--- config.mk ---
export PLATFORM = sky130hd
export DESIGN_NAME = param_peek_fifo
export DESIGN_NICKNAME = d
export VERILOG_FILES = /design/src/rtl/fifo_pkg.sv /design/src/rtl/fifo_storage.sv /design/src/rtl/param_peek_fifo.sv
export SDC_FILE = /design/constraint.sdc
export NUM_CORES = 1
export LEC_CHECK = 0
export BUFFER_PORTS_ARGS = -buffer_cell sky130_fd_sc_hd__buf_2
export CORE_AREA = 2 2 141 102
export CTS_BUF_LIST = sky130_fd_sc_hd__clkbuf_4 sky130_fd_sc_hd__clkbuf_8
export DETAILED_ROUTE_END_ITERATION = 10
export DIE_AREA = 0 0 143 104
export GPL_ROUTABILITY_DRIVEN = 0
export SETUP_SLACK_MARGIN = 0.5
export SLEW_MARGIN = 20
export SYNTH_ARGS = -nofsm -noshare
export SYNTH_HDL_FRONTEND = slang
export SYNTH_SLANG_ARGS = --single-unit
--- constraint.sdc ---
create_clock -name clk -period 3.55 [get_ports clk]
set_input_delay 0.71 -clock clk [delete_from_list [all_inputs] [get_ports clk]]
set_output_delay 0.71 -clock clk [all_outputs]
set_load 0.02 [all_outputs]
--- src/rtl/fifo_pkg.sv ---
// Shared sizing helpers and parameter legality checks for the peekable FIFO family.
package fifo_pkg;

   // Pointer width for a given depth; level is always one bit wider.
   function automatic int fifo_ptr_w(input int depth);
      return (depth <= 2) ? 1 : $clog2(depth);
   endfunction

   function automatic int fifo_lvl_w(input int depth);
      return fifo_ptr_w(depth) + 1;
   endfunction

   function automatic bit fifo_params_ok(input int data_w, input int depth, input int af_level);
      bit pow2;
      pow2 = (depth >= 2) && (depth <= 256) && ((depth & (depth - 1)) == 0);
      return pow2 && (data_w >= 1) && (data_w <= 32) && (af_level >= 1) && (af_level <= depth);
   endfunction

endpackage

--- src/rtl/fifo_storage.sv ---
// DEPTH x DATA_W register array: one write port, one clear port, one combinational read port.
module fifo_storage
   import fifo_pkg::*;
#(
   parameter int DATA_W = 6,
   parameter int DEPTH  = 16,
   parameter int PTR_W  = 4
) (
   input  logic              clk,
   input  logic              reset,
   input  logic              i_we,
   input  logic [PTR_W-1:0]  i_waddr,
   input  logic [DATA_W-1:0] i_wdata,
   input  logic              i_clr,
   input  logic [PTR_W-1:0]  i_caddr,
   input  logic [PTR_W-1:0]  i_raddr,
   output logic [DATA_W-1:0] o_rdata
);

   logic [DATA_W-1:0] r_mem [DEPTH];

   // The write is issued after the clear so it takes the slot on a collision.
   always_ff @(posedge clk) begin
      if (reset) begin
         for (int i = 0; i < DEPTH; i++) r_mem[i] <= '0;
      end else begin
         if (i_clr) r_mem[i_caddr] <= '0;
         if (i_we)  r_mem[i_waddr] <= i_wdata;
      end
   end

   assign o_rdata = r_mem[i_raddr];

endmodule

--- src/rtl/param_peek_fifo.sv ---
// Parametrised FIFO with registered peek output, occupancy level and sticky error flags.
module param_peek_fifo
   import fifo_pkg::*;
#(
   parameter int DATA_W   = 6,
   parameter int DEPTH    = 16,
   parameter int AF_LEVEL = DEPTH - 2
) (
   input  logic                        clk,
   input  logic                        reset,
   input  logic                        push,
   input  logic [DATA_W-1:0]           push_data,
   input  logic                        pop,
   input  logic [fifo_ptr_w(DEPTH)-1:0] peek_off,
   input  logic                        clear_err,
   output logic [DATA_W-1:0]           data_out,
   output logic                        empty_n,
   output logic                        full,
   output logic                        almost_full,
   output logic [fifo_ptr_w(DEPTH):0]  level,
   output logic                        overflow,
   output logic                        underflow
);

   localparam int PTR_W = fifo_ptr_w(DEPTH);
   localparam int LVL_W = fifo_lvl_w(DEPTH);

   if (!fifo_params_ok(DATA_W, DEPTH, AF_LEVEL)) begin : g_bad_params
      $error("param_peek_fifo: illegal DATA_W/DEPTH/AF_LEVEL combination");
   end

   logic [PTR_W-1:0]  r_wr_ptr;
   logic [PTR_W-1:0]  r_rd_ptr;
   logic [LVL_W-1:0]  r_level;
   logic [DATA_W-1:0] r_dout;
   logic              r_ovf;
   logic              r_udf;

   logic              w_pop_ok;
   logic              w_push_ok;
   logic              w_peek_hit;
   logic [PTR_W-1:0]  w_rd_addr;
   logic [DATA_W-1:0] w_rd_data;

   // A pop frees a slot this cycle, so a push into a full FIFO is still accepted alongside it.
   assign w_pop_ok   = pop && (r_level != '0);
   assign w_push_ok  = push && ((r_level != LVL_W'(DEPTH)) || w_pop_ok);
   assign w_rd_addr  = r_rd_ptr + peek_off;
   assign w_peek_hit = {1'b0, peek_off} < r_level;

   fifo_storage #(
      .DATA_W (DATA_W),
      .DEPTH  (DEPTH),
      .PTR_W  (PTR_W)
   ) u_storage (
      .clk     (clk),
      .reset   (reset),
      .i_we    (w_push_ok),
      .i_waddr (r_wr_ptr),
      .i_wdata (push_data),
      .i_clr   (w_pop_ok),
      .i_caddr (r_rd_ptr),
      .i_raddr (w_rd_addr),
      .o_rdata (w_rd_data)
   );

   always_ff @(posedge clk) begin
      if (reset) begin
         r_wr_ptr <= '0;
         r_rd_ptr <= '0;
         r_level  <= '0;
         r_dout   <= '0;
         r_ovf    <= 1'b0;
         r_udf    <= 1'b0;
      end else begin
         if (w_push_ok) r_wr_ptr <= r_wr_ptr + 1'b1;
         if (w_pop_ok)  r_rd_ptr <= r_rd_ptr + 1'b1;
         r_level <= r_level + LVL_W'(w_push_ok) - LVL_W'(w_pop_ok);
         r_dout  <= w_peek_hit ? w_rd_data : '0;
         // New error events take priority over a same-cycle clear.
         r_ovf   <= (r_ovf && !clear_err) || (push && !w_push_ok);
         r_udf   <= (r_udf && !clear_err) || (pop && !w_pop_ok);
      end
   end

   assign data_out    = r_dout;
   assign level       = r_level;
   assign empty_n     = (r_level != '0);
   assign full        = (r_level == LVL_W'(DEPTH));
   assign almost_full = (r_level >= LVL_W'(AF_LEVEL));
   assign overflow    = r_ovf;
   assign underflow   = r_udf;

endmodule

Word level (Yosys, flattened, before mapping) --
Memory sizes are Yosys's and may differ from the RTL's. A register that Yosys moved wholly into a read port is not among the register bits. Index checks and enable logic that the tools add are counted.
Cells by class: add/subtract/negate cells 5, $lt $le $gt $ge 2, eq/ne operators 2, muxes and demuxes 14, bitwise gates (word level) 1, reductions and logical operators 16
Operators with widths (count):
- $mux 6 | 2
- $reduce_or 6->1 | 2
- $mux 1 | 10
- $add 4x1->4 const B | 2
- $mux 4 | 2
- $logic_and 1x1->1 | 6
- $add 5x1->5 | 1
- $eq 5x5->1 const B | 1
- $ge 5x4->1 const B | 1
- $lt 4x5->1 | 1
- $ne 5x5->1 const B | 1
- $reduce_bool 5->1 | 1
- $sub 5x1->5 | 1
- $add 4x4->4 | 1
- $logic_not 1->1 | 3
- $logic_or 1x1->1 | 3
- $reduce_or 2->1 | 1
- $not 1->1 | 1
Word-level totals: register bits 15, bits in writable memories 96, bits of input ports 15, output and inout port bits 16, logic and storage cells 46, memories 1
Memories:
- u_storage.r_mem | words 16, width 6, read ports 1, clocked after Yosys merged registers in 1, write ports 16, RTL line fifo_storage.sv:20 | logic [DATA_W-1:0] r_mem [DEPTH];

Depth between registers and ports, before layout --
Gate-level depths: netlist (run 1).
depth after elaboration 9, mapped depth 14, depth with buffers taken out 12

By module --
From an unflattened synthesis (run 1), not the netlist that was laid out.
Second synthesis, totals: cells, all modules 450, area total of the unflattened synthesis 5888.1 um2
By module, submodules not included:
- fifo_storage | times used 1, cells an instance 315, area an instance 4580.6 um2, sequential area each 2882.8 um2
- param_peek_fifo | times used 1, cells an instance 135, area an instance 1307.5 um2, sequential area each 420.4 um2

Least setup slack after synthesis (run 1) --
Ideal clock, no wire load.
kind reg-to-reg, start point reg r_level[2] (netlist: level[2]), end point reg r_level[4] (netlist: level[4]), library setup time 0.128 ns, arrival time 2.736 ns, setup slack 0.687 ns, stages on the path, launching flop included 15, path through dfxtp_1 > inv_1 > ha_1 > or4b_1 > buf_2 > and2_4 > buf_6 > nand2b_1 > o21ai_1 > ha_1 > fa_1 > a21oi_1 > o21bai_1 > xnor2_1 > nor2_1
Between the ends: word-level cells in the longest chain between the ends 6, elaborated cells between the ends (all ways) 7
RTL lines:
- from (decl) | RTL line param_peek_fifo.sv:34 | logic [LVL_W-1:0] r_level;
- from (signal assigned) | RTL line param_peek_fifo.sv:78 | r_level <= r_level + LVL_W'(w_push_ok) - LVL_W'(w_pop_ok);
- $reduce_bool 5->1 (*)
- net empty_n | RTL line param_peek_fifo.sv:17 | output logic empty_n,
- $logic_and 1x1->1 (*) | RTL line param_peek_fifo.sv:46 | assign w_pop_ok = pop && (r_level != '0);
- $logic_or 1x1->1 | RTL line param_peek_fifo.sv:47 | assign w_push_ok = push && ((r_level != LVL_W'(DEPTH)) || w_pop_ok);
- $logic_and 1x1->1 | RTL line param_peek_fifo.sv:47
- $add 5x1->5 | RTL line param_peek_fifo.sv:78
- $sub 5x1->5 (*) | RTL line param_peek_fifo.sv:78
The timed path passes the listed nets; every way through them passes the cells marked *. A chain may end at the register's enable or synchronous reset.

Worst setup path after layout (run 1) --
start point reg r_level[2] (netlist: level[2]), end point reg r_level[4] (netlist: level[4])
Between the ends: word-level cells in the longest chain between the ends 6, elaborated cells between the ends (all ways) 7
RTL lines (RTL line):
- $reduce_bool 5->1 | param_peek_fifo.sv:46
- $logic_and 1x1->1 | param_peek_fifo.sv:46
- $logic_or 1x1->1 | param_peek_fifo.sv:47
- $logic_and 1x1->1 | param_peek_fifo.sv:47
- $add 5x1->5 | param_peek_fifo.sv:78
- $sub 5x1->5 (*) | param_peek_fifo.sv:78
Every way passes the cells marked *; elsewhere a longest branch is shown, timed or not.

==> flow_summary_export.csv, run 1 <==
group,metric,value,unit
status,status,"finished, final reports clean",
pwr,combPwrFrac,34.5,%
setup_path,startpoint_type,"flip-flop",
grt,grt_max_degree,37,
yosys,async_flop_share,0,%
yosys,ys_seq_elements,117,
sta,setup_viol_count_final,0,
sta,fin_crit_sh,79.6,%
clock_network,cts_buffers,17,
grt,grt_pass1_vias,3911,
floorplan,die_y,104,um
final_layout,final_cells,736,
setup_path,critPathCaptureType,"flip-flop",
drt,firstDrtPassIters,5,
yosys,ys.flop_type,"edfxtp_1",
final_layout,fin_util,49.4,%
yosys,syn_nets,546,
pwr,p_leak,2.69,nW
yosys,netlist_top_cells_area,"edfxtp_1, and2_1, mux2i_1, dfxtp_1, ha_1",
drt,drt_wl_total,14.6,mm
yosys,synth.distinct_cells,36,
final_layout,nNetsFinal,572,
pwr,switching_share,35.5,%
setup_path,worstSetupPathType,"reg2reg",
clock_network,htree_levels,4,
clock_network,cts.sinks,117,
pwr,vdd_drop_max,0.300,mV
final_layout,layout_commonest_cell,"and2_1",
job,maxCapViolCount,0,
final_layout,final_area,0.00670,mm2
setup_path,crit_fanout,20,
final_layout,drive_above_1_share,13.6,%
final_layout,filler_cell_count,1199,
pwr,p_seq_share,37.8,%
placement,dp_hpwl,10.1,mm
pwr,internal-power,0.00294,W
setup_path,worstReg2RegStart,"level[2]$_SDFF_PP0_",
setup_path,worst_ep_arrival_time,3.15,ns
pwr,p_switching,0.00162,W
drt,drcViolationCount,0,
final_layout,syn_to_final_growth,12.4,%
placement,placedCellCount,704,
drt,num_vias,4035,
pwr,powerDensity,679,mW/mm2
placement,dpl_cell_area,0.00630,mm2
setup_path,startpoint,"level[2]$_SDFF_PP0_",
sta,worst_pin_slew,0.758,ns
drt,drt_iter0_markers,352,
sta,slew_viol_final,0,
yosys,syn_area,0.00596,mm2
final_layout,diodes,0,
clock_network,root_buffer,"clkbuf_8",
floorplan,core-area,0.0136,mm2
yosys,yosysSeqAreaShare,55.4,%
hold_path,min-delay-start,"r_wr_ptr[1]$_SDFFE_PP0P_",
sta,finClkSkew,0.0102,ns
yosys,netlist.area_leader.share,48.3,%
placement,port_buffers,30,
floorplan,num_io_pins,31,
drt,drt-wirelength-per-cell,19.8,um
clock_network,ctsLongestPathBuffers,2,
yosys,synth_edf_count,96,
floorplan,die-area,0.0149,mm2
pwr,power_frac_clock,27.7,%
sta,min_period,2.83,ns
sta,tns,0,ns
grt,grt_pass1_wl,22.6,mm
yosys,synth_area_per_cell,11.8,um2
clock_network,clk_pin_slew,0.07,ns
setup_path,worstPathRequired,3.87,ns
clock_network,cts_tree,"done",
sta,slew_headroom,49.5,%
yosys,synth_top_cell_by_area,"edfxtp_1",
sta,hold_viol,0,
grt,overflow,0,
grt,antenna_found_initial,0,
sta,clock.fmax,354,MHz
yosys,syn_inst,507,
grt,grt_usage,20.5,%
floorplan,dieWidth,143,um
yosys,yosysWarnings,0,
drt,vias_per_cell,5.48,
final_layout,multi_input_area,0.00248,mm2
drt,antenna_left,0,
final_layout,mostFrequentLayoutCells,"and2_1, edfxtp_1, nand3_1",
sta,rsz0062_at_grt,"false",
final_layout,regArea,0.00330,mm2
hold_path,hp-class,"reg2reg",
floorplan,core.rowCount,36,
floorplan,start_util,44.0,%
clock_network,clk_latency,0.44,ns
sequential cells by signal, summed over array words and instances (netlist names):
register,flops
u_storage.r_mem,96
data_out,6
level,5
r_rd_ptr,4
r_wr_ptr,4
overflow,1
underflow,1
final timing paths:
check | slack (ns) | to | depth (start not counted)
setup / recovery | 0.72 | level[4]$_SDFF_PP0_ | 12
hold / removal | 0.58 | r_wr_ptr[1]$_SDFFE_PP0P_ | 2
setup reg to reg | 0.72 | level[4]$_SDFF_PP0_ | 12
hold reg to reg | 0.58 | r_wr_ptr[1]$_SDFFE_PP0P_ | 2
repair_timing:
action	in CTS	in global routing
setup endpoints to repair	0	1
resized for setup	0	1
buffers inserted	0	0
hold buffers	0	0
synth_stat cells (all sizes together) (12+ instances only):
master	n
mux2i	49
edfxtp	96
nand3	53
nor2	26
ha	22
inv	14
dfxtp	21
buf	12
clkbuf	20
nand4	12
and2	98
a311o	16
power by group through the flow:
| stage | sequential, W | clock [W] | combinational (W) |
|---|---|---|---|
| 2_1_floorplan | 0.00179 | 0 | 0.00109 |
| 3_3_place_gp | 0.00174 | 0 | 0.00155 |
| 3_5_place_dp | 0.00175 | 0 | 0.00156 |
| 4_1_cts | 0.00172 | 0.00127 | 0.00156 |
| 5_1_grt | 0.00174 | 0.00133 | 0.00171 |
| 6_report | 0.00172 | 0.00126 | 0.00157 |
layer usage:
metal / global-route usage [%] / wire [um]
met2: 29.0 / 6230
met4: 6.08 / 159
met5: 0 / 0
met1: 31.6 / 7420
met3: 4.05 / 772
cell type report:
type | count | area share (%)
Multi-Input combinational cell | 344 | 37.0
Clock buffer | 18 | 3.60
Tap cell | 190 | 3.55
Timing Repair Buffer | 39 | 3.43
Clock inverter | 14 | 2.39
Inverter | 14 | 0.784
Sequential cell | 117 | 49.3
logic make-up (layout without fill, tap and decap cells):
family / after synthesis / in the layout / synth area share [%]
mux: 49 / 49 / 8.22
fa+ha+maj: 24 / 24 / 5.29
flops: 117 / 117 / 55.4
xor+xnor: 11 / 11 / 1.62
buf+inv: 46 / 85 / 3.29
simple gates: 212 / 212 / 20.0
compound gates: 48 / 48 / 6.19
per-stage QoR:
step	hold WS [ns]	power (W)	setup WS, ns
after global placement	0.569	0.00329	0.741
final	0.581	0.00455	0.725
after detailed placement	0.573	0.00331	0.678
after floorplan	0.540	0.00288	0.687
after global routing	0.623	0.00478	0.525
after CTS	0.578	0.00455	0.660
worst max-delay path, stage by stage (launching register included):
cell and delay, ns:
dfxtp_1 0.36, inv_1 0.13, ha_1 0.18, or4b_4 0.50, and2_4 0.26, nand2b_1 0.16
o21ai_1 0.09, ha_1 0.23, fa_1 0.40, a21oi_1 0.14, o21bai_1 0.09, xnor2_1 0.13
nor2_1 0.05
Note: power is estimated with default switching activity, not from simulation.
==> inputs of run 2 (changes only) <==
==> constraint.sdc (replaced) <==
create_clock -name clk -period 2.81 [get_ports clk]
set_input_delay 0.562 -clock clk [delete_from_list [all_inputs] [get_ports clk]]
set_output_delay 0.562 -clock clk [all_outputs]
set_load 0.02 [all_outputs]
==> run 2 against run 1 <==
  * Final cell count is 4.1% higher
  * Worst setup slack got worse by 0.28 ns
  * Wire length is 6.7% higher
  * Count of clock-buffer cells in the layout increased by 3
  * Maximum frequency grew 20%
  * Die area is the same
  * Clock skew about the same
  * Critical path type unchanged
  * Critical endpoint unchanged
  * Largest cell class unchanged
==> flow_summary_export.csv, run 2 (synthesized netlist as in run 1, its figures left out) <==
group,metric,value,unit
placement,port_buffers,30,
grt,antenna_found_initial,0,
clock_network,root_buffer,"clkbuf_8",
sta,slew_headroom,49.4,%
hold_path,min-delay-start,"reset",
setup_path,slowest_stage,"or4b_4",
setup_path,r2r_slack,0.45,ns
setup_path,critPathMaxStageDelay,0.46,ns
setup_path,critPathBufInv,2,
placement,dp_hpwl,10.5,mm
drt,antenna_left,0,
drt,num_vias,4207,
drt,vias_per_cell,5.49,
setup_path,worst_ep_arrival_time,2.67,ns
pwr,p_leak,2.92,nW
drt,wl_met1,7.40,mm
setup_path,worstReg2RegStart,"level[2]$_SDFF_PP0_",
final_layout,largest_register,"u_storage.r_mem",
drt,drt-wirelength-per-cell,20.3,um
sta,fin_crit_sh,84.0,%
sta,hold_viol,0,
sta,worst_slack,0.449,ns
setup_path,worst_r2r_endpoint,"level[4]$_SDFF_PP0_",
sta,finClkSkew,0.0104,ns
clock_network,cts_tree,"done",
drt,drt_wl_total,15.6,mm
setup_path,startpoint_type,"flip-flop",
final_layout,diodes,0,
floorplan,core-area,0.0136,mm2
sta,min_period,2.36,ns
setup_path,crit_fanout,3,
floorplan,dieWidth,143,um
pwr,vdd_drop_max,0.350,mV
final_layout,mostFrequentLayoutCells,"and2_1, edfxtp_1, nand3_1",
setup_path,worstRegToRegCells,12,
clock_network,clk_latency,0.43,ns
floorplan,core.rowCount,36,
floorplan,start_util,44.0,%
final_layout,layout_commonest_cell,"and2_1",
sta,worst_pin_slew,0.759,ns
drt,dr.max_layer_used,"met4",
setup_path,critPathCaptureType,"flip-flop",
grt,grt_max_degree,32,
sta,setup_viol_count_final,0,
hold_path,holdPathEnd,"r_wr_ptr[3]$_SDFFE_PP0P_",
floorplan,die-area,0.0149,mm2
final_layout,largest_reg_flops,96,
final_layout,drive_above_1_share,22.0,%
sta,clock.fmax,424,MHz
clock_network,htree_levels,4,
drt,firstDrtPassIters,5,
drt,drcViolationCount,0,
pwr,powerDensity,913,mW/mm2
setup_path,worstSetupPathType,"reg2reg",
grt,overflow,0,
drt,wl_met2,7.03,mm
grt,grt_pass1_vias,4182,
setup_path,worstPathRequired,3.11,ns
sta,slew_viol_final,0,
hold_path,hp-class,"in2reg",
final_layout,nNetsFinal,602,
clock_network,cts-hold-fix-buffers,0,
clock_network,clk_pin_slew,0.07,ns
floorplan,num_io_pins,31,
clock_network,ctsLongestPathBuffers,2,
status,status,"finished, final reports clean",
sta,rsz0062_at_grt,"true",
grt,grt_usage,21.9,%
final_layout,filler_cell_count,1175,
floorplan,die_y,104,um
setup_path,cp_top_family,"simple AND/OR/NAND/NOR gates",
drt,drt_iter0_markers,407,
sta,tns,0,ns
grt,grt_pass1_wl,24.0,mm
hold_path,hold_depth,3,
final_layout,syn_to_final_growth,20.4,%
drt,wl_met3,825,um
setup_path,path_cells,"inv_4 -> ha_4 -> or4b_4 -> and2_4 -> buf_4 -> o21ai_2 -> ha_2 -> fa_2 -> a21oi_2 -> o21bai_1 -> xnor2_1 -> nor2_1",
placement,pre_cts_slack,0.227,ns
job,maxCapViolCount,0,
clock_network,cts_buffers,17,
clock_network,cts.sinks,117,
[run 2: final cells by class]
| class | instances | area (um2) | area share (%) |
|---|---|---|---|
| multi-input cells | 345 | 2570 | 35.8 |
| clock buffers | 21 | 277 | 3.85 |
| inverters | 14 | 55.1 | 0.766 |
| flip-flops and latches | 117 | 3310 | 46.1 |
| well taps | 190 | 238 | 3.31 |
| repair buffers | 68 | 523 | 7.28 |
| clock inverters | 11 | 205 | 2.86 |
[run 2: worst register-to-register path, delay by kind of cell (launching register included)]
kind	cells	cell delay [ns]
AND/OR/NAND/NOR	3	0.72
adder cells (fa/ha/maj)	3	0.53
flip-flops	1	0.35
AO/OA/AOI/OAI	3	0.33
buffers and inverters	2	0.19
XOR/XNOR	1	0.14
[run 2: stage by stage]
step                      utilization [%]  instance area (um2)  hold WS (ns)  std cells  total power [W]
after floorplan                         -                 6000         0.540        507          0.00370
after global placement               47.4                 6430         0.567        717          0.00426
after detailed placement             47.4                 6430         0.582        717          0.00429
after CTS                            52.2                 7080         0.438        762          0.00641
after global routing                 53.0                 7180         0.457        766          0.00685
final                                53.0                 7180         0.466        766          0.00656
[run 2: power by group]
| group | internal [W] | switching (W) |
|---|---|---|
| Clock | 0.00120 | 0.000677 |
| Sequential | 0.00207 | 0.000130 |
| Combinational | 0.00109 | 0.00138 |
| Total | 0.00437 | 0.00219 |
[run 2: timing repair]
action	CTS	global route
buffers inserted	11	2
setup endpoints to repair	25	71
resized for setup	13	12
cloned	2	2
pin swaps	6	9
[run 2: layer usage]
metal | vias to the layer above | GRT usage, %
met4 | 0 | 7.43
met1 | 2095 | 31.1
met2 | 123 | 32.7
met3 | 25 | 5.29
li1 | 1964 | -
met5 | - | 0
[run 2: how the worst max path moves through the flow]
stage,slack (ns),from,cells past startpoint,to
4_1_cts,0.39,level[2]$_SDFF_PP0_,12,level[4]$_SDFF_PP0_
2_1_floorplan,0.19,level[2]$_SDFF_PP0_,14,level[4]$_SDFF_PP0_
3_3_place_gp,0.23,peek_off[0],9,data_out[5]$_SDFF_PP0_
6_report,0.45,level[2]$_SDFF_PP0_,12,level[4]$_SDFF_PP0_
3_5_place_dp,0.23,peek_off[0],9,data_out[0]$_SDFF_PP0_
5_1_grt,0.33,level[3]$_SDFF_PP0_,11,level[4]$_SDFF_PP0_
==> inputs of run 3 (changes only) <==
==> constraint.sdc (replaced) <==
create_clock -name clk -period 2.4 [get_ports clk]
set_input_delay 0.48 -clock clk [delete_from_list [all_inputs] [get_ports clk]]
set_output_delay 0.48 -clock clk [all_outputs]
set_load 0.02 [all_outputs]
==> run 3 against run 2 <==
  * Final area is 9.2% higher
  * Sequential power rose by 15%
  * Clock power is 2% higher
  * Critical path type is now reg2out
  * Largest power group unchanged
==> flow_summary_export.csv, run 3 (synthesized netlist as in run 1, its figures left out) <==
group,metric,value,unit
setup_path,critPathBufInv,5,
clock_network,htree_levels,4,
final_layout,drive_above_1_share,33.1,%
clock_network,clk_latency,0.43,ns
grt,grt_pass1_vias,4242,
final_layout,syn_to_final_growth,31.6,%
grt,grt_max_degree,32,
placement,dp_hpwl,10.9,mm
pwr,powerDensity,1080,mW/mm2
drt,num_vias,4404,
clock_network,cts_buffers,17,
sta,finClkSkew,0.0132,ns
job,maxCapViolCount,0,
pwr,vdd_drop_max,0.459,mV
grt,antenna_found_initial,0,
drt,drcViolationCount,0,
floorplan,core-area,0.0136,mm2
drt,vias_per_cell,5.53,
drt,drt_iter0_markers,445,
setup_path,cp_top_family,"buffers and inverters",
grt,overflow,0,
sta,setup_viol_count_final,0,
final_layout,largest_reg_flops,96,
clock_network,cts.sinks,117,
sta,slew_headroom,49.7,%
grt,grt_usage,22.9,%
floorplan,start_util,44.0,%
pwr,p_leak,3.13,nW
placement,port_buffers,30,
setup_path,worstPathRequired,1.92,ns
final_layout,diodes,0,
status,status,"finished, final reports clean",
sta,clock.fmax,418,MHz
hold_path,hp-class,"in2reg",
final_layout,largest_register,"u_storage.r_mem",
setup_path,slowest_stage,"or4b_4",
setup_path,critPathMaxStageDelay,0.46,ns
clock_network,root_buffer,"clkbuf_8",
drt,drt-wirelength-per-cell,20.7,um
setup_path,cpMostUsedCell,"buf_6",
pwr,power,0.00845,W
clock_network,ctsLongestPathBuffers,2,
grt,grt_pass1_wl,25.0,mm
clock_network,clk_pin_slew,0.07,ns
setup_path,crit_fanout,2,
setup_path,worstSetupPathType,"reg2out",
final_layout,final_cells,797,
placement,placedCellCount,737,
final_layout,mostFrequentLayoutCells,"and2_1, edfxtp_1, nand3_1",
final_layout,layout_commonest_cell,"and2_1",
grt,grt-busiest-layer,"met1",
drt,firstDrtPassIters,6,
floorplan,die-area,0.0149,mm2
grt,use_met1,34.5,%
floorplan,num_io_pins,31,
clock_network,cts-hold-fix-buffers,0,
grt,grtUsageMet3,4.10,%
floorplan,dieWidth,143,um
setup_path,startpoint_type,"flip-flop",
floorplan,die_y,104,um
final_layout,nNetsFinal,634,
sta,hold_viol,0,
setup_path,worst_ep_arrival_time,1.91,ns
setup_path,critPathCaptureType,"output port",
drt,antenna_left,0,
drt,drt_wl_total,16.5,mm
clock_network,cts_tree,"done",
sta,min_period,2.39,ns
sta,hold-worst-slack,0.378,ns
grt,grtUsageMet2,33.3,%
sta,worst_pin_slew,0.754,ns
sta,rsz0062_at_grt,"true",
setup_path,path_cells,"inv_4 -> ha_4 -> or4b_4 -> buf_4 -> buf_6 -> buf_6 -> buf_6",
sta,fin_crit_sh,99.6,%
sta,slew_viol_final,0,
floorplan,core.rowCount,36,
-- run 3: timing repair --
| action | in CTS | in global routing |
|---|---|---|
| resized for setup | 54 | 47 |
| pin swaps | 12 | 15 |
| endpoints found under the setup margin | 150 | 171 |
| hold endpoints to repair | 0 | 0 |
| buffers inserted | 13 | 8 |
| gates cloned | 6 | 2 |
-- run 3: layout make-up --
type | count | area, um2
clock buffer | 19 | 249
clock inverter | 12 | 160
fill | 1086 | 5710
inverter | 14 | 55.1
multi-input combinational | 344 | 2850
sequential | 117 | 3310
tap | 190 | 238
timing repair buffer | 101 | 987
-- run 3: routing by layer --
layer  vias to the layer above  share of wire [%]
met5                         -                  0
met4                         0                1.3
met3                        19                7.0
met2                       163                 44
met1                      2200                 47
li1                       2022                  -
-- run 3: final timing paths --
kind,from,endpoint,slack (ns),cells after the start
max reg2reg,level[2]$_SDFF_PP0_,level[4]$_SDFF_PP0_,0.04,12
min,clear_err,underflow$_SDFF_PP0_,0.38,4
min reg2reg,r_wr_ptr[1]$_SDFFE_PP0P_,r_wr_ptr[1]$_SDFFE_PP0P_,0.60,2
max,level[2]$_SDFF_PP0_,empty_n,0.009,7
-- run 3: stage by stage --
step           TNS (ns)  setup WS (ns)  util [%]  cell area (um2)
4_1_cts               0         0.0648      55.5             7520
3_3_place_gp          0         0.0213      48.8             6620
5_1_grt          -0.109        -0.0635      57.9             7850
3_5_place_dp          0        0.00765      48.8             6620
6_report              0        0.00928      57.9             7850
2_1_floorplan    -0.290         -0.206         -             6050
-- run 3: worst register-to-register path: cells and delay by family, from the launching register on --
family	cells	cell delay (ns)
buf+inv	1	0.06
flops	1	0.35
xor+xnor	1	0.13
fa+ha+maj	3	0.66
simple gates	4	0.78
compound gates	3	0.25
-- run 3: power by group --
group	internal (W)	total (W)	switching, W
Clock	0.00113	0.00192	0.000784
Combinational	0.00205	0.00400	0.00195
Sequential	0.00242	0.00253	0.000112
Total	0.00560	0.00845	0.00285
